===== config.mk =====
export PLATFORM = sky130hd
export DESIGN_NAME = mem_port_arbiter_flat
export DESIGN_NICKNAME = d
export VERILOG_FILES = /design/src/rtl/mem_port_arbiter_pkg.sv /design/src/rtl/mem_port_arbiter_if.sv /design/src/rtl/mem_port_arbiter_line_buf.sv /design/src/rtl/mem_port_arbiter.sv /design/src/flat_wrapper.sv
export SDC_FILE = /design/constraint.sdc
export NUM_CORES = 1
export LEC_CHECK = 0
export CORE_MARGIN = 5
export CORE_UTILIZATION = 50
export DETAILED_ROUTE_END_ITERATION = 7
export PLACE_DENSITY = 0.82
export SETUP_SLACK_MARGIN = 0.15
export SYNTH_ARGS = -nofsm -noshare
export SYNTH_HDL_FRONTEND = slang
export SYNTH_HIERARCHICAL = 1
export SYNTH_SLANG_ARGS = --single-unit

===== constraint.sdc =====
create_clock -name clk -period 2.5 [get_ports clk]
set_input_delay 0.25 -clock clk [delete_from_list [all_inputs] [get_ports clk]]
set_output_delay 0.25 -clock clk [all_outputs]
set_load 0.005 [all_outputs]

===== src/rtl/mem_port_arbiter_pkg.sv =====
// Shared widths, word/address types and the arbiter FSM encoding for the
// IF/MEM memory-port arbiter.
package mem_port_arbiter_pkg;

    localparam int WORD_W = 16;
    localparam int ADDR_W = 16;

    typedef logic [WORD_W-1:0] word_t;
    typedef logic [ADDR_W-1:0] addr_t;

    typedef enum logic [1:0] {
        IDLE   = 2'd0,
        I_BUSY = 2'd1,
        D_BUSY = 2'd2
    } arb_state_t;

endpackage


===== src/rtl/mem_port_arbiter_if.sv =====
// Bus between the arbiter and the single-port, variable-latency memory.
interface mem_port_arbiter_if;
    import mem_port_arbiter_pkg::*;

    // Handshake: master raises mem_req with mem_we/mem_addr/mem_wdata and holds all
    // four stable until the slave returns a one-cycle mem_ack (mem_rdata valid in
    // that same cycle); mem_req drops on the edge that ends the ack cycle.
    logic  mem_req;
    logic  mem_we;
    addr_t mem_addr;
    word_t mem_wdata;
    word_t mem_rdata;
    logic  mem_ack;

    modport master (
        output mem_req, mem_we, mem_addr, mem_wdata,
        input  mem_rdata, mem_ack
    );

    modport slave (
        input  mem_req, mem_we, mem_addr, mem_wdata,
        output mem_rdata, mem_ack
    );

endinterface


===== src/rtl/mem_port_arbiter_line_buf.sv =====
// One-entry {valid, addr, data} result buffer with fill, update-on-match and
// invalidate-on-match, plus a combinational lookup.
module mem_line_buf
    import mem_port_arbiter_pkg::*;
(
    input  logic  clk,
    input  logic  reset,
    input  logic  fill,
    input  addr_t fill_addr,
    input  word_t fill_data,
    input  logic  update,
    input  logic  invalidate,
    input  addr_t match_addr,
    input  word_t update_data,
    input  addr_t lookup_addr,
    output logic  hit,
    output word_t data
);

    logic  valid_q;
    addr_t addr_q;
    word_t data_q;

    always_ff @(posedge clk or posedge reset) begin
        if (reset) begin
            valid_q <= 1'b0;
            addr_q  <= '0;
            data_q  <= '0;
        end else if (fill) begin
            valid_q <= 1'b1;
            addr_q  <= fill_addr;
            data_q  <= fill_data;
        end else begin
            if (update && (addr_q == match_addr))
                data_q <= update_data;
            if (invalidate && (addr_q == match_addr))
                valid_q <= 1'b0;
        end
    end

    assign hit  = valid_q && (addr_q == lookup_addr);
    assign data = data_q;

endmodule


===== src/rtl/mem_port_arbiter.sv =====
// Arbitrates the IF fetch port and the MEM load/store port onto one memory,
// producing IF_data_hazard / MEM_data_hazard for the stall logic.
module mem_port_arbiter
    import mem_port_arbiter_pkg::*;
(
    input  logic               clk,
    input  logic               reset,
    input  logic               i_req,
    input  addr_t              i_addr,
    output word_t              i_rdata,
    output logic               IF_data_hazard,
    input  logic               d_read,
    input  logic               d_write,
    input  addr_t              d_addr,
    input  word_t              d_wdata,
    output word_t              d_rdata,
    output logic               MEM_data_hazard,
    input  logic               WB_is_halted,
    mem_port_arbiter_if.master mem,
    output arb_state_t         fsm_state
);

    arb_state_t state_q, state_d;
    logic       req_q, we_q;
    addr_t      addr_q;
    word_t      wdata_q;

    logic       load, load_we;
    addr_t      load_addr;
    word_t      load_wdata;

    logic       ack_i, ack_d;
    logic       ibuf_hit, dbuf_hit;
    word_t      ibuf_data, dbuf_data;
    logic       ihit, dhit, i_bypass, d_bypass;

    assign ack_i    = (state_q == I_BUSY) && mem.mem_ack;
    assign ack_d    = (state_q == D_BUSY) && mem.mem_ack;
    assign ihit     = i_req && ibuf_hit;
    assign dhit     = d_read && dbuf_hit;
    assign i_bypass = ack_i && (addr_q == i_addr);
    assign d_bypass = ack_d && !we_q && d_read && (addr_q == d_addr);

    // MEM port wins in IDLE: it belongs to the older instruction.
    always_comb begin
        state_d    = state_q;
        load       = 1'b0;
        load_we    = 1'b0;
        load_addr  = d_addr;
        load_wdata = d_wdata;
        case (state_q)
            IDLE: begin
                if (!WB_is_halted) begin
                    if (d_write || (d_read && !dbuf_hit)) begin
                        state_d    = D_BUSY;
                        load       = 1'b1;
                        load_we    = d_write;
                        load_addr  = d_addr;
                        load_wdata = d_wdata;
                    end else if (i_req && !ibuf_hit) begin
                        state_d    = I_BUSY;
                        load       = 1'b1;
                        load_addr  = i_addr;
                        load_wdata = '0;
                    end
                end
            end
            I_BUSY, D_BUSY: begin
                if (mem.mem_ack)
                    state_d = IDLE;
            end
            default: state_d = IDLE;
        endcase
    end

    always_ff @(posedge clk or posedge reset) begin
        if (reset) begin
            state_q <= IDLE;
            req_q   <= 1'b0;
            we_q    <= 1'b0;
            addr_q  <= '0;
            wdata_q <= '0;
        end else begin
            state_q <= state_d;
            if (load) begin
                req_q   <= 1'b1;
                we_q    <= load_we;
                addr_q  <= load_addr;
                wdata_q <= load_wdata;
            end else if ((state_q != IDLE) && mem.mem_ack) begin
                req_q <= 1'b0;
                we_q  <= 1'b0;
            end
        end
    end

    // Stores keep dbuf coherent and kill a matching ibuf entry (self-modifying code).
    mem_line_buf u_ibuf (
        .clk         (clk),
        .reset       (reset),
        .fill        (ack_i),
        .fill_addr   (addr_q),
        .fill_data   (mem.mem_rdata),
        .update      (1'b0),
        .invalidate  (ack_d && we_q),
        .match_addr  (addr_q),
        .update_data (wdata_q),
        .lookup_addr (i_addr),
        .hit         (ibuf_hit),
        .data        (ibuf_data)
    );

    mem_line_buf u_dbuf (
        .clk         (clk),
        .reset       (reset),
        .fill        (ack_d && !we_q),
        .fill_addr   (addr_q),
        .fill_data   (mem.mem_rdata),
        .update      (ack_d && we_q),
        .invalidate  (1'b0),
        .match_addr  (addr_q),
        .update_data (wdata_q),
        .lookup_addr (d_addr),
        .hit         (dbuf_hit),
        .data        (dbuf_data)
    );

    assign mem.mem_req   = req_q;
    assign mem.mem_we    = we_q;
    assign mem.mem_addr  = addr_q;
    assign mem.mem_wdata = wdata_q;

    assign IF_data_hazard  = !reset && i_req && !ihit && !i_bypass;
    assign MEM_data_hazard = !reset && ((d_read && !dhit && !d_bypass) || (d_write && !ack_d));
    assign i_rdata         = reset ? '0 : (i_bypass ? mem.mem_rdata : ibuf_data);
    assign d_rdata         = reset ? '0 : (d_bypass ? mem.mem_rdata : dbuf_data);
    assign fsm_state       = state_q;

endmodule


===== src/flat_wrapper.sv =====
// flat-port wrapper written by rule: the top's interface ports become plain ports
module mem_port_arbiter_flat import mem_port_arbiter_pkg::*;
  (clk, reset, i_req, i_addr, i_rdata, IF_data_hazard, d_read, d_write, d_addr, d_wdata, d_rdata, MEM_data_hazard, WB_is_halted, fsm_state, mem_mem_req, mem_mem_we, mem_mem_addr, mem_mem_wdata, mem_mem_rdata, mem_mem_ack);
  mem_port_arbiter_if mem_i ();
  input  logic clk;
  input  logic reset;
  input  logic i_req;
  input  addr_t i_addr;
  output word_t i_rdata;
  output logic IF_data_hazard;
  input  logic d_read;
  input  logic d_write;
  input  addr_t d_addr;
  input  word_t d_wdata;
  output word_t d_rdata;
  output logic MEM_data_hazard;
  input  logic WB_is_halted;
  output arb_state_t fsm_state;
  output wire logic [$bits(mem_i.mem_req)-1:0] mem_mem_req;
  output wire logic [$bits(mem_i.mem_we)-1:0] mem_mem_we;
  output wire logic [$bits(mem_i.mem_addr)-1:0] mem_mem_addr;
  output wire logic [$bits(mem_i.mem_wdata)-1:0] mem_mem_wdata;
  input wire logic [$bits(mem_i.mem_rdata)-1:0] mem_mem_rdata;
  input wire logic [$bits(mem_i.mem_ack)-1:0] mem_mem_ack;
  assign mem_mem_req = mem_i.mem_req;
  assign mem_mem_we = mem_i.mem_we;
  assign mem_mem_addr = mem_i.mem_addr;
  assign mem_mem_wdata = mem_i.mem_wdata;
  assign mem_i.mem_rdata = mem_mem_rdata;
  assign mem_i.mem_ack = mem_mem_ack;
  mem_port_arbiter u_core (.clk(clk), .reset(reset), .i_req(i_req), .i_addr(i_addr), .i_rdata(i_rdata), .IF_data_hazard(IF_data_hazard), .d_read(d_read), .d_write(d_write), .d_addr(d_addr), .d_wdata(d_wdata), .d_rdata(d_rdata), .MEM_data_hazard(MEM_data_hazard), .WB_is_halted(WB_is_halted), .mem(mem_i), .fsm_state(fsm_state));
endmodule

==> impl_metrics.toml, run 1 <==
[timing]
rsz0062_at_grt = "true"
fin_crit_ns = 2.72
skew_ns = 0.0126
hold_viol_final = 0
slew_headroom_pct = 63.5
worstMarginPinSlew_ns = 0.548
fin_crit_sh_pct = 109
slew_viol_final = 0
final.setup.worst_slack_ns = -0.215
setup_viol = 34
fmax_mhz = 368

[power_and_ir_drop]
p_comb_share_pct = 50.1
p_switching_w = 0.00363
power_w = 0.00950
p_int_w = 0.00588
powerDensity_mw_per_mm2 = 1030
ir_drop_mv = 0.605
switching_share_pct = 38.2
clock_power_share_pct = 15.7
pwr-share-seq_pct = 34.1
p_leak_nw = 3.84

[yosys]
syn_avg_cell_area_um2 = 10.7
synth_edf_count = 0
synth_area_mm2 = 0.00607
seq_area_frac_synth_pct = 42.0
ys_seq_elements = 102
synth_async_sr_flop_share_pct = 100
synth-main-ff-cell = "dfrtp_1"
synth_warnings = 6
synth.distinct_cells = 37
syn_inst = 568

[clock_tree]
htreeDepth = 3
numCtsBuffers = 9
root_buffer = "clkbuf_16"
path_clk_slew_ns = 0.07
holdBufCountCts = 0
insertion_delay_ns = 0.37
clock_path_buffers = 2
clock-sinks = 102
cts_tree = "done"

[floorplan]
design.die.area_mm2 = 0.0144
die_w_um = 120
core_area_mm2 = 0.0120
start_util_pct = 50.8
rows = 40
pin_count = 141
die_y_um = 120

[worst_setup_path]
crit_family = "simple AND/OR/NAND/NOR gates"
crit_slowest_cell = "dfrtp_1"
cp.required_ns = 2.25
critPathMaxStageDelay_ns = 0.43
worst_setup_path_end_kind = "output port"
start_kind = "flip-flop"
crit_chain = "xor2_2 -> nor4_4 -> nand3_2 -> nor3_4 -> buf_6 -> buf_12 -> buf_12 -> mux2i_1 -> buf_2"
critical_path_class = "reg -> out"
cp_max_fo = 5
crit_path_frequent_cell = "buf_12"
arrival_ns = 2.47
path_buf_inv = 4

[drt]
vias = 5881
wl_per_cell_um = 23.9
routed_wl_um = 22900
drc = 0
drtAntennaViolNets = 0
drt_iter0_drc = 665
first_pass_iters = 6
viasPerCell = 6.14

[global_route]
grt_antenna_before_repair = 0
grt_use_total_pct = 29.3
grt_start_max_net_pins = 36
grt_pass1_wl_um = 32800
grt_pass1_vias = 6075
gr-total-overflow = 0

[final_layout]
diodes = 0
nets = 881
syn2layout_area_growth_pct = 51.9
drive_gt1_share_pct = 35.0
fillCellCount = 739
postLayoutCoreUtil_pct = 77.1

[hold_path]
min_path_type = "in -> async"

[status]
status = "complete, but fails checks"
violations = "negative setup slack"

[placement]
gp_congestion = 0.944
dpl.hpwl_um = 13900
portBuffers = 140

[job]
cap_viol_max_count = 0
-- per-layer routing --
metal  global-route usage (%)  vias to the layer above  part of all wire, %
li1                         -                     2503                    -
met1                     34.6                     2898                   37
met2                     50.8                      380                   50
met3                     7.76                      100                  8.8
met4                     11.7                        0                  4.8
met5                        0                        -                    0
-- flip-flops by register name, indices dropped and copies added, names as in the netlist --
name and cells:
u_core/fsm_state 2, u_core/mem.mem_addr 16, u_core/mem.mem_req 1, u_core/mem.mem_wdata 16, u_core/mem.mem_we 1, u_core/u_dbuf/addr_q 16, u_core/u_dbuf/data 16, u_core/u_dbuf/valid_q 1
u_core/u_ibuf/addr_q 16, u_core/u_ibuf/data 16, u_core/u_ibuf/valid_q 1
-- cell usage in the layout (no fill, tap or decap), types with 3 or more instances in the layout --
cell	n
nand3_4	6
nor4_2	7
nand2_1	59
nor4_4	5
clkbuf_16	10
clkdlybuf4s50_1	101
xor2_1	29
o21ai_0	3
xnor2_2	3
o221a_1	32
mux2i_1	30
dfrtp_1	101
nand4_1	16
a22o_1	19
a21oi_2	15
ha_1	3
nand3_1	5
buf_6	20
nand2b_1	33
buf_4	85
o21ai_2	14
inv_1	5
buf_2	34
clkbuf_8	3
xor2_2	6
xnor2_1	58
nand3_2	7
o21ai_1	17
buf_12	9
dlymetal6s2s_1	5
conb_1	3
mux2_2	32
-- timing repair --
item,in CTS,in global routing
pin swaps,27,32
gates resized for setup,205,56
cloned,6,1
buffers inserted,19,16
endpoints found under the setup margin,67,84
-- stage by stage --
step / area (µm²) / setup WS, ns / instances / TNS (ns) / hold slack (ns)
6_report: 9220 / -0.215 / 958 / -4.05 / 0.203
5_1_grt: 9220 / -0.291 / 958 / -6.45 / 0.211
4_1_cts: 8770 / -0.186 / 941 / -2.38 / 0.184
3_5_place_dp: 8110 / -0.479 / 901 / -20.95 / 0.470
3_3_place_gp: 8110 / -0.388 / 901 / -18.10 / 0.466
2_1_floorplan: 6080 / 0.219 / 570 / 0 / 0.379
-- path summary, 6_finish.rpt --
check / to / cells past startpoint / startpoint / slack, ns
worst max-delay path: d_rdata[10] / 9 / u_core/mem.mem_addr[13] / -0.22
worst min-delay path: u_core/mem.mem_wdata[8] / 2 / reset / 0.20
worst max register to register: u_core/mem.mem_addr[3] / 10 / u_core/u_dbuf/addr_q[0] / 0.10
worst min register to register: u_core/u_dbuf/valid_q / 1 / u_core/u_dbuf/valid_q / 0.53
max in group asynchronous: u_core/u_dbuf/data[9] / 4 / reset / 1.40
min in group clk: u_core/mem.mem_addr[3] / 3 / i_addr[3] / 0.40
-- cell families (layout without fill, tap and decap cells) --
family / after synthesis / in the layout / synth area share (%)
simple gates: 155 / 155 / 14.7
compound gates: 108 / 108 / 13.8
flops: 102 / 102 / 42.0
xor+xnor: 96 / 96 / 13.8
mux: 64 / 64 / 11.2
buf+inv: 39 / 280 / 3.71
fa+ha+maj: 3 / 3 / 0.618
other cells: 1 / 3 / 0.0618
-- area by class of cell --
class / count / area (µm²) / share of cell area (%)
clock buffer: 12 / 267 / 2.89
clock inverter: 3 / 42.5 / 0.461
inverter: 6 / 22.5 / 0.244
multi-input combinational: 429 / 3750 / 40.7
sequential: 102 / 2550 / 27.7
tap: 147 / 184 / 1.99
timing repair buffer: 259 / 2400 / 26.0
-- worst register-to-register path, delay by kind of cell (launching register included) --
| family | cells | cell delay, ns |
|---|---|---|
| buf+inv | 2 | 0.34 |
| flops | 1 | 0.42 |
| compound gates | 1 | 0.08 |
| mux | 1 | 0.22 |
| simple gates | 5 | 1.04 |
| xor+xnor | 1 | 0.19 |
-- power by group through the flow --
stage / sequential [W] / clock [W] / combinational (W)
after floorplan: 0.00318 / 0 / 0.00218
after global placement: 0.00312 / 0 / 0.00424
after detailed placement: 0.00317 / 0 / 0.00434
after CTS: 0.00316 / 0.00150 / 0.00445
after global routing: 0.00333 / 0.00157 / 0.00503
final: 0.00324 / 0.00149 / 0.00477
-- cell usage after synthesis (2+ instances only) --
| cell | number | area share [%] |
|---|---|---|
| a21o_1 | 2 | 0.25 |
| a21o_4 | 2 | 0.49 |
| a21oi_1 | 16 | 1.3 |
| a22o_1 | 19 | 2.7 |
| and3_1 | 2 | 0.21 |
| buf_2 | 5 | 0.41 |
| buf_4 | 5 | 0.62 |
| buf_6 | 5 | 0.93 |
| clkbuf_1 | 17 | 1.1 |
| dfrtp_1 | 102 | 42 |
| ha_1 | 3 | 0.62 |
| inv_1 | 5 | 0.31 |
| mux2_2 | 32 | 5.9 |
| mux2i_1 | 32 | 5.3 |
| nand2_1 | 59 | 3.6 |
| nand2b_1 | 35 | 3.6 |
| nand3_1 | 18 | 1.5 |
| nand3b_4 | 2 | 0.66 |
| nand4_1 | 16 | 1.6 |
| nor2_1 | 3 | 0.19 |
| nor2b_1 | 3 | 0.31 |
| nor4_1 | 5 | 0.52 |
| nor4_2 | 6 | 1.2 |
| nor4_4 | 2 | 0.70 |
| o21ai_0 | 3 | 0.25 |
| o21ai_1 | 33 | 2.7 |
| o221a_1 | 32 | 5.9 |
| xnor2_1 | 61 | 8.8 |
| xor2_1 | 35 | 5.0 |
Note: power is estimated with default switching activity, not from simulation.
==> run 2, diff against run 1 <==
clock period = 2.7 ns   (was 2.5 ns; I/O delays follow)
==> impl_metrics.toml, run 2 (synthesis results as in run 1) <==
[timing]
skew_ns = 0.0120
final.setup.worst_slack_ns = -0.0993
rsz0062_at_grt = "true"
timing.hold.ws_ns = 0.202
worstMarginPinSlew_ns = 0.685
fmax_mhz = 357
fin_crit_ns = 2.80
slew_headroom_pct = 54.3
slew_viol_final = 0
setup_viol = 46
fin_crit_sh_pct = 104
hold_viol_final = 0
tns_ns = -2.07

[floorplan]
pin_count = 141
rows = 40
start_util_pct = 50.8
die_w_um = 120
die_y_um = 120
design.die.area_mm2 = 0.0144
core_area_mm2 = 0.0120

[worst_setup_path]
cp_max_fo = 8
crit_slowest_cell = "dfrtp_1"
crit_path_frequent_cell = "buf_6"
critical_path_class = "reg -> out"
crit_chain = "buf_4 -> xnor2_1 -> nand4_1 -> nor3_4 -> buf_6 -> buf_6 -> buf_6 -> buf_16 -> buf_4 -> o21ai_2 -> buf_2"
reg2reg_from = "u_core/u_ibuf/addr_q[0]"
cp.required_ns = 2.43
rr_worst_depth = 10
rrSetupSlack_ns = -0.04
start_kind = "flip-flop"
worst_setup_path_end_kind = "output port"
arrival_ns = 2.53
r2r-end = "u_core/mem.mem_wdata[2]"
critPathMaxStageDelay_ns = 0.45

[power_and_ir_drop]
powerDensity_mw_per_mm2 = 979
ir_drop_mv = 0.530
p_leak_nw = 3.77

[job]
cap_viol_max_count = 0

[drt]
wl_per_cell_um = 24.8
vias = 6010
drc = 0
first_pass_iters = 8
routed_wl_um = 23400
drt_iter0_drc = 945
drtAntennaViolNets = 0
viasPerCell = 6.37

[status]
status = "complete, but fails checks"
violations = "negative setup slack"

[final_layout]
drive_gt1_share_pct = 34.7
final_area_mm2 = 0.00913
nets = 866
final_cell_mix = "103 x clkdlybuf4s50_1, 99 x dfrtp_1, 69 x buf_4"
multi_input_area_mm2 = 0.00372
syn2layout_area_growth_pct = 50.4
seqCellArea_mm2 = 0.00256
postLayoutCoreUtil_pct = 76.3
diodes = 0
fillCellCount = 757
final_common_cell = "clkdlybuf4s50_1"

[hold_path]
min_path_type = "in -> async"

[global_route]
grt_start_max_net_pins = 49
grt_use_total_pct = 29.6
grt_pass1_wl_um = 33200
grt_antenna_before_repair = 0
gr-total-overflow = 0
grt_pass1_vias = 6087

[placement]
placed_area_mm2 = 0.00804
gp_congestion = 0.868
dpl.hpwl_um = 13900
portBuffers = 140

[clock_tree]
clock_path_buffers = 2
clock-sinks = 102
insertion_delay_ns = 0.35
root_buffer = "clkbuf_16"
numCtsBuffers = 9
holdBufCountCts = 0
path_clk_slew_ns = 0.07
cts_tree = "done"
htreeDepth = 3
==> run 2: cell type report <==
| class | instances | share of cell area, % |
|---|---|---|
| multi-input cells | 429 | 40.8 |
| flip-flops and latches | 102 | 28.0 |
| repair buffers | 244 | 25.6 |
| clock buffers | 11 | 2.55 |
| well taps | 147 | 2.02 |
| clock inverters | 4 | 0.795 |
| inverters | 6 | 0.247 |
==> run 2: how the worst max path moves through the flow <==
stage                             from               to  slack (ns)
2_1_floorplan                    reset      d_rdata[10]        0.30
3_5_place_dp                 d_addr[1]       d_rdata[7]       -0.27
3_3_place_gp                 d_addr[6]       d_rdata[4]       -0.18
4_1_cts         u_core/mem.mem_addr[4]       d_rdata[9]       -0.05
6_report       u_core/mem.mem_addr[14]  MEM_data_hazard        -0.1
5_1_grt         u_core/mem.mem_addr[7]       d_rdata[5]       -0.21
==> run 2: worst max-delay path: cells and delay by family (launching register included) <==
kind	cells	cell delay, ns
xor gates and xnor gates	1	0.25
and+or+nand+nor	2	0.49
DFF	1	0.45
AOI/OAI and AO/OA	1	0.06
buffers and inverters	7	0.93
==> run 2: power breakdown <==
part	internal (W)	switching, W
Sequential	0.00225	0.000746
Combinational	0.00242	0.00212
Clock	0.000808	0.000588
Total	0.00548	0.00346
==> run 2: routing by layer <==
metal  global-route usage (%)  vias up  part of all wire (%)
li1                         -     2479                     -
met5                        0        -                     0
met1                     35.3     2951                    36
met3                     6.74      122                   9.2
met4                     14.2        0                   5.9
met2                     50.3      458                    49
==> run 2: what timing repair did <==
item / CTS / global route
pin swaps: 19 / 21
gates cloned: 5 / 4
buffers inserted: 23 / 10
resized for setup: 187 / 68
setup endpoints to repair: 67 / 70
==> run 2: per-stage QoR <==
stage	instances	total power, W	setup slack [ns]
final	943	0.00894	-0.0993
after global routing	943	0.00931	-0.208
after CTS	929	0.00836	-0.0458
after detailed placement	886	0.00687	-0.274
after global placement	886	0.00670	-0.183
after floorplan	570	0.00497	0.301
==> variant 1: new RTL, settings of run 2 <==
Set the package constant `ADDR_W` to 17 (it was 16).
--- a/src/rtl/mem_port_arbiter_pkg.sv
+++ b/src/rtl/mem_port_arbiter_pkg.sv
@@ -5,3 +5,3 @@
     localparam int WORD_W = 16;
-    localparam int ADDR_W = 16;
+    localparam int ADDR_W = 17;
 
Ports: changed (resized d_addr, i_addr and mem_mem_addr); port bits go from 141 to 144. The function was not compared with the original's and may differ.
==> variant 1 against run 2 <==
- the flow still finishes with violations (setup timing)
- design area shrank 1.6%
- sequential cell count up 3
- wire length decreased by 13%
- area after synthesis increased by 1.7%
- largest cell class unchanged
- highest routed layer unchanged
- setup slack improved by 0.054 ns
- core utilization is 1.8 points lower
- largest power group unchanged
- clock skew down 0.0043 ns
- die area rose by 1.6%
- power fell by 3.1%
- critical endpoint is now d_rdata[15]
==> variant 1: results (changes against run 2) <==
=================================================================================
Cell count after placement .........................................          920   +3.8%
Fin nets ...........................................................          870   +0.46%
Vias in the first global route .....................................         5723   -6.0%
Number of inserted diodes ..........................................            0   unchanged
Worst hold path class ..............................................     in2async
Most common library cells after synthesis .......................... dfrtp_1 (105), nand2_1 (69), xnor2_1 (66)
Yosys warning total ................................................            6   unchanged
Slowest cell delay on critical path ................................      0.43 ns   -0.02 ns
Post-placement worst setup slack ...................................    -0.306 ns   -0.0316 ns
Filler cell count in the final layout ..............................          784   +3.6%
Combinational group share of total power ...........................        48.5%   -2.4 points
Share of the yosys chip area belonging to registers ................        42.6%   +0.51 points
Router iterations before antenna repair ............................            5   -3
Leading cell types by total area after synthesis ................... dfrtp_1 (43%), xnor2_1 (9.4%), mux2i_1 (7.9%)
Initial antenna violation count ....................................            0   unchanged
Port Buffer Count ..................................................          143   +2.1%
Clock slew seen by the registers of the worst setup and hold paths .      0.07 ns   about the same
Arrival time of the worst setup path ...............................      2.48 ns   -0.05 ns
Cell at the slowest stage of the critical path .....................      dfrtp_2
Final weighted congestion in routability-driven placement ..........        0.909   +4.8%
GR Overflow Total ..................................................            0   unchanged
Number of enable-type register cells in the synthesized netlist ....            0   unchanged
Leakage power of the design ........................................      4.01 nW   +6.3%
Run status ......................................................... finished, violations left
Most common cell after layout, fill and taps aside ................. clkdlybuf4s50_1
Worst VDD drop .....................................................     0.523 mV   -1.4%
Tot GR Track Use ...................................................        27.6%   -2.0 points
FFs w/ async S/R, synth ............................................         100%   unchanged
Slack of the critical path .........................................   -0.0452 ns   +0.0542 ns
Maximum fanout along the worst path ................................            5   -3
Worst Tran Pin Value ...............................................     0.773 ns   +0.0888 ns
Worst clock skew ...................................................   0.00773 ns   -0.00426 ns
Number of cells on the worst reg-to-reg path .......................            9   -1
Violations in the final reports .................................... setup timing
Reg-to-Reg End ..................................................... u_core/mem.mem_addr[11]
Switching fraction of total power ..................................        36.9%   -1.8 points
R2R setup slack ....................................................      0.26 ns   +0.30 ns
Minimum period implied by the final worst setup slack ..............      2.75 ns   -0.0542 ns
Clk root buf .......................................................    clkbuf_16
Power dissipated in the clock network ..............................      1.41 mW
Fraction of final layout cells sized beyond drive strength 1 .......        30.2%   -4.4 points
Initial DRC Count ..................................................          489   -48%
Count of distinct cell types in the synthesized netlist ............           40   +8.1%
Post-detailed-route wirelength per cell ............................      21.1 um   -15%
Via count ..........................................................         5443   -9.4%
Crit path to .......................................................  d_rdata[15]
Launching instance or port of the critical path .................... u_core/mem.mem_addr[7]
Number of levels in the clock H-tree ...............................            3   unchanged
Count of endpoints failing setup in the final report ...............            1   -98%
Number of instances in the synthesized netlist .....................          562   -1.1%
Detailed Route WL ..................................................     20300 um   -13%
Global-route wire length before repair .............................     31400 um   -5.4%
Number of CTS-inserted buffers .....................................            9   unchanged
DP Wirelength ......................................................     14000 um   +0.95%
Largest net degree at the start of global routing ..................           49   unchanged
Startpoint of the worst-slack reg-to-reg timing path ............... u_core/u_dbuf/addr_q[5]
=================================================================================
## variant 1: cell count changes after synthesis, moves of 13 or more
| cell | delta |
|---|---|
| o21ai_0 | +18 |
| nand3_1 | -13 |
| nand2b_1 | -34 |
| a21oi_1 | -16 |
| a221o_1 | +24 |
| o221a_1 | -32 |
| mux2i_1 | +17 |
| o21ai_1 | -33 |
| and2_1 | +31 |
## variant 1: per-layer routing
| metal | global-route usage (%) | wire (um) | up-vias |
|---|---|---|---|
| met5 | 0 | 0 | - |
| met4 | 11.3 | 736 | 0 |
| met3 | 4.90 | 1490 | 55 |
| met2 | 46.5 | 9760 | 269 |
| met1 | 34.9 | 8350 | 2661 |
| li1 | - | - | 2458 |
## variant 1: final cells by class
class	instances	area [um2]	area share, %
Tap cell	168	210	2.34
Timing Repair Buffer	251	2320	25.9
Multi-Input combinational cell	421	3480	38.8
Sequential cell	105	2640	29.3
Inverter	6	22.5	0.251
Clock buffer	9	225	2.51
Clock inverter	5	81.3	0.905
## variant 1: worst min-delay path by stage
stage	from	endpoint	slack [ns]	cells after the start
2_1_floorplan	d_wdata[14]	u_core/mem.mem_wdata[14]	0.40	1
3_3_place_gp	u_core/u_dbuf/valid_q	u_core/u_dbuf/valid_q	0.48	1
3_5_place_dp	u_core/u_dbuf/valid_q	u_core/u_dbuf/valid_q	0.48	1
4_1_cts	reset	u_core/mem.mem_wdata[3]	0.23	2
5_1_grt	reset	u_core/mem.mem_wdata[3]	0.25	2
6_report	reset	u_core/mem.mem_wdata[3]	0.24	2
## variant 1: worst max-delay path: cells and delay by family (launching register included)
family	cells	cell delay (ns)
DFF	1	0.43
xor gates and xnor gates	1	0.15
and+or+nand+nor	2	0.55
buffers and inverters	6	0.83
muxes	1	0.18
## variant 1: what timing repair did
action	CTS	global route
hold buffers	0	0
setup endpoints to repair	54	70
buffers inserted	22	5
pin swaps	7	8
gates resized for setup	169	20
gates cloned	3	1
## variant 1: cell families after synthesis
| family | Yosys count | share of synthesized area [%] |
|---|---|---|
| AND/OR/NAND/NOR | 154 | 13.6 |
| XOR/XNOR | 102 | 14.5 |
| adder cells (fa/ha/maj) | 3 | 0.608 |
| other | 1 | 0.0607 |
| AO/OA/AOI/OAI | 76 | 10.7 |
| buffers and inverters | 38 | 3.93 |
| multiplexers | 83 | 14.1 |
| flip-flops | 105 | 42.6 |
## variant 1: per-stage QoR
step                TNS (ns)  power (mW)  hold slack [ns]  cell area (um2)  util, %
global route          -0.319        9.09            0.248             8980     74.5
detailed placement    -13.42        7.03            0.481             8270     68.6
finish               -0.0452        8.66            0.239             8980     74.5
global placement      -10.55        6.86            0.478             8270     68.6
CTS                  -0.0338        8.53            0.234             8860     73.5
floorplan                  0        5.05            0.403             6180        -
==> variant 2: new RTL, config.mk and constraints of run 2 <==
Made on the original files. Make the reset (`reset`) synchronous in 2 clocked blocks.
--- a/src/rtl/mem_port_arbiter_line_buf.sv
+++ b/src/rtl/mem_port_arbiter_line_buf.sv
@@ -23,3 +23,3 @@
 
-    always_ff @(posedge clk or posedge reset) begin
+    always_ff @(posedge clk) begin
         if (reset) begin
--- a/src/rtl/mem_port_arbiter.sv
+++ b/src/rtl/mem_port_arbiter.sv
@@ -75,3 +75,3 @@
 
-    always_ff @(posedge clk or posedge reset) begin
+    always_ff @(posedge clk) begin
         if (reset) begin
Check against the original RTL: differs if reset is asserted again (counterexample within 4 cycles, from zero or initial values and one cycle with reset high); with reset held inactive, the same outputs for 4 cycles.
==> variant 2 against run 2 <==
- setup slack improved by 0.16 ns
- core utilization decreased by 3.4 points
- via count increased by 7.7%
- non-clock buffer count decreased by 12
- first-iteration DRC count increased by 0.21%
- wire length decreased by 3.9%
- global-route usage decreased by 1.5 points
- design area about the same
- area after synthesis increased by 4.2%
- register-to-register slack improved by 0.19 ns
- sequential cell count unchanged
Power is not compared: it rests on default switching activity, and its combinational part moved more than twofold at a synthesized area within 25%.
==> variant 2: results (changes against run 2) <==
=================================================================================
Run status .........................................................    completed
Fin Setup TNS ......................................................         0 ns   +2.07 ns
DP Wirelength ......................................................     15300 um   +9.8%
FFs w/ async S/R, synth ............................................           0%   -100 points
Number of inserted diodes ..........................................            0   unchanged
Reg-to-Reg End ..................................................... u_core/mem.mem_addr[12]
Leakage power of the design ........................................      3.27 nW
Largest net degree at the start of global routing ..................           75   +53%
Global-route wire length before repair .............................     32800 um   -1.3%
Endpoint of the worst hold path .................................... u_core/mem.mem_addr[1]
Worst hold margin ..................................................     0.360 ns   +0.159 ns
Port Buffer Count ..................................................          140   unchanged
Startpoint of the lowest-slack hold path ...........................    d_addr[1]
Clock Latency Late Sink ............................................      0.35 ns   about the same
Initial DRC Count ..................................................          947   +0.21%
Area after DPL .....................................................     8280 um2   +3.0%
Worst VDD drop .....................................................     0.345 mV
Worst Tran Pin Value ...............................................     0.654 ns   -0.0301 ns
Number of cells on the worst reg-to-reg path .......................           11   +1
Post-detailed-route wirelength per cell ............................      21.0 um   -15%
Number of CTS-inserted buffers .....................................            9   unchanged
Slowest cell delay on critical path ................................      0.51 ns   +0.06 ns
Xor-xnor portion of the synthesized cell area ......................        13.3%   -0.56 points
Count of distinct cell types in the synthesized netlist ............           39   +5.4%
Adder-cell share of the synthesized area ...........................       0.593%   -0.025 points
Fraction of final layout cells sized beyond drive strength 1 .......        24.4%   -10 points
Compound-gate portion of the synthesized area ......................        17.0%   +3.2 points
Yosys warning total ................................................            6   unchanged
Mean number of vias per cell .......................................         6.06   -4.9%
Most common library cells after synthesis .......................... dfxtp_1 (102), mux2i_1 (94), nor2_1 (72)
Leading cell types by total area after synthesis ................... dfxtp_1 (32%), mux2i_1 (15%), xnor2_1 (8.4%)
Startpoint of the worst-slack reg-to-reg timing path ............... u_core/u_dbuf/addr_q[14]
Fin nets ...........................................................          967   +12%
Share of the yosys chip area belonging to registers ................        32.3%   -9.8 points
Router iterations before antenna repair ............................            5   -3
Maximum root-to-sink buffer count ..................................            2   unchanged
Final weighted congestion in routability-driven placement ..........        0.956   +10%
Proportion of synthesized area in mux cells ........................        15.1%   +3.8 points
Clock slew seen by the registers of the worst setup and hold paths .      0.07 ns   about the same
Worst hold path class ..............................................       in2reg
Number of levels in the clock H-tree ...............................            3   unchanged
Initial antenna violation count ....................................            0   unchanged
Cell at the slowest stage of the critical path ..................... clkdlybuf4s50_1
Maximum fanout along the worst path ................................            4   -4
Worst hold stages ..................................................            3
Clk root buf .......................................................    clkbuf_16
Tot GR Track Use ...................................................        28.1%   -1.5 points
Vias in the first global route .....................................         6151   +1.1%
Worst clock skew ...................................................   0.00460 ns   -0.00739 ns
R2R setup slack ....................................................      0.15 ns   +0.19 ns
Cell type group with the largest total delay on the critical path .. buffers and inverters
=================================================================================
-- variant 2: cell types whose count changed after synthesis, moves of 19 or more --
cell / before / now
a22o_1: 19 / 0
a311oi_1: 0 / 22
dfrtp_1: 102 / 0
dfxtp_1: 0 / 102
mux2_2: 32 / 1
mux2i_1: 32 / 94
nand2_1: 59 / 6
nor2_1: 3 / 72
nor3_1: 1 / 33
o21ai_1: 33 / 0
o21bai_1: 0 / 30
o221a_1: 32 / 0
-- variant 2: cell families (layout without fill, tap and decap cells) --
kind of cell    Yosys count  in the layout
simple gates            207            207
compound gates          140            140
flops                   102            102
xor+xnor                 96             96
mux                      95             95
buf+inv                  58            251
fa+ha+maj                 3              3
other cells               1              2
-- variant 2: area by class of cell --
cell class	instances	area, um2
clock buffer	12	236
clock inverter	2	35.0
fill	897	3390
inverter	5	18.8
multi-input combinational	543	4380
sequential	102	2070
tap	172	215
timing repair buffer	232	2180
-- variant 2: worst reg2reg max path, cell delays in order, from the launching register on --
cell,delay [ns]
dfxtp_2,0.34
xor2_1,0.17
nor4_2,0.34
nand4_1,0.16
nor4_2,0.32
buf_4,0.18
nor2b_4,0.05
nor4_4,0.19
buf_4,0.18
buf_12,0.16
mux2i_1,0.24
a211oi_1,0.10
-- variant 2: worst max path at each step --
stage | from | endpoint | slack [ns] | cells after the start
final | d_addr[6] | d_rdata[13] | 0.06 | 10
after global routing | d_addr[6] | d_rdata[13] | -0.04 | 10
after CTS | u_core/mem.mem_addr[12] | d_rdata[13] | 0.03 | 9
after detailed placement | i_addr[6] | i_rdata[14] | -0.40 | 9
after global placement | i_addr[6] | i_rdata[14] | -0.34 | 9
after floorplan | u_core/u_dbuf/addr_q[14] | u_core/mem.mem_addr[15] | 0.34 | 9
-- variant 2: per-stage QoR --
step | total power, mW | std cells | worst slack, ns
final | 4.57 | 1068 | 0.0579
after global routing | 4.75 | 1068 | -0.0440
after CTS | 4.45 | 1056 | 0.0299
after detailed placement | 3.21 | 1029 | -0.400
after global placement | 3.15 | 1029 | -0.339
after floorplan | 2.56 | 703 | 0.339
-- variant 2: power by group --
part	internal (mW)	total [mW]	switching [mW]
Sequential	1.65	1.82	0.172
Combinational	0.728	1.47	0.744
Clock	0.709	1.27	0.564
Total	3.09	4.57	1.48
-- variant 2: per-layer routing --
layer  routed length (um)  global-route usage (%)
met1                 9050                    37.6
met2                10500                    43.4
met3                 2050                    5.35
met4                  885                    13.6
met5                    0                       0
-- variant 2: timing repair --
item	in CTS	in global routing
buffers inserted	11	10
endpoints found under the setup margin	50	60
endpoints found under the hold margin	0	0
pin swaps	20	35
gates cloned	2	2
gates resized for setup	167	96
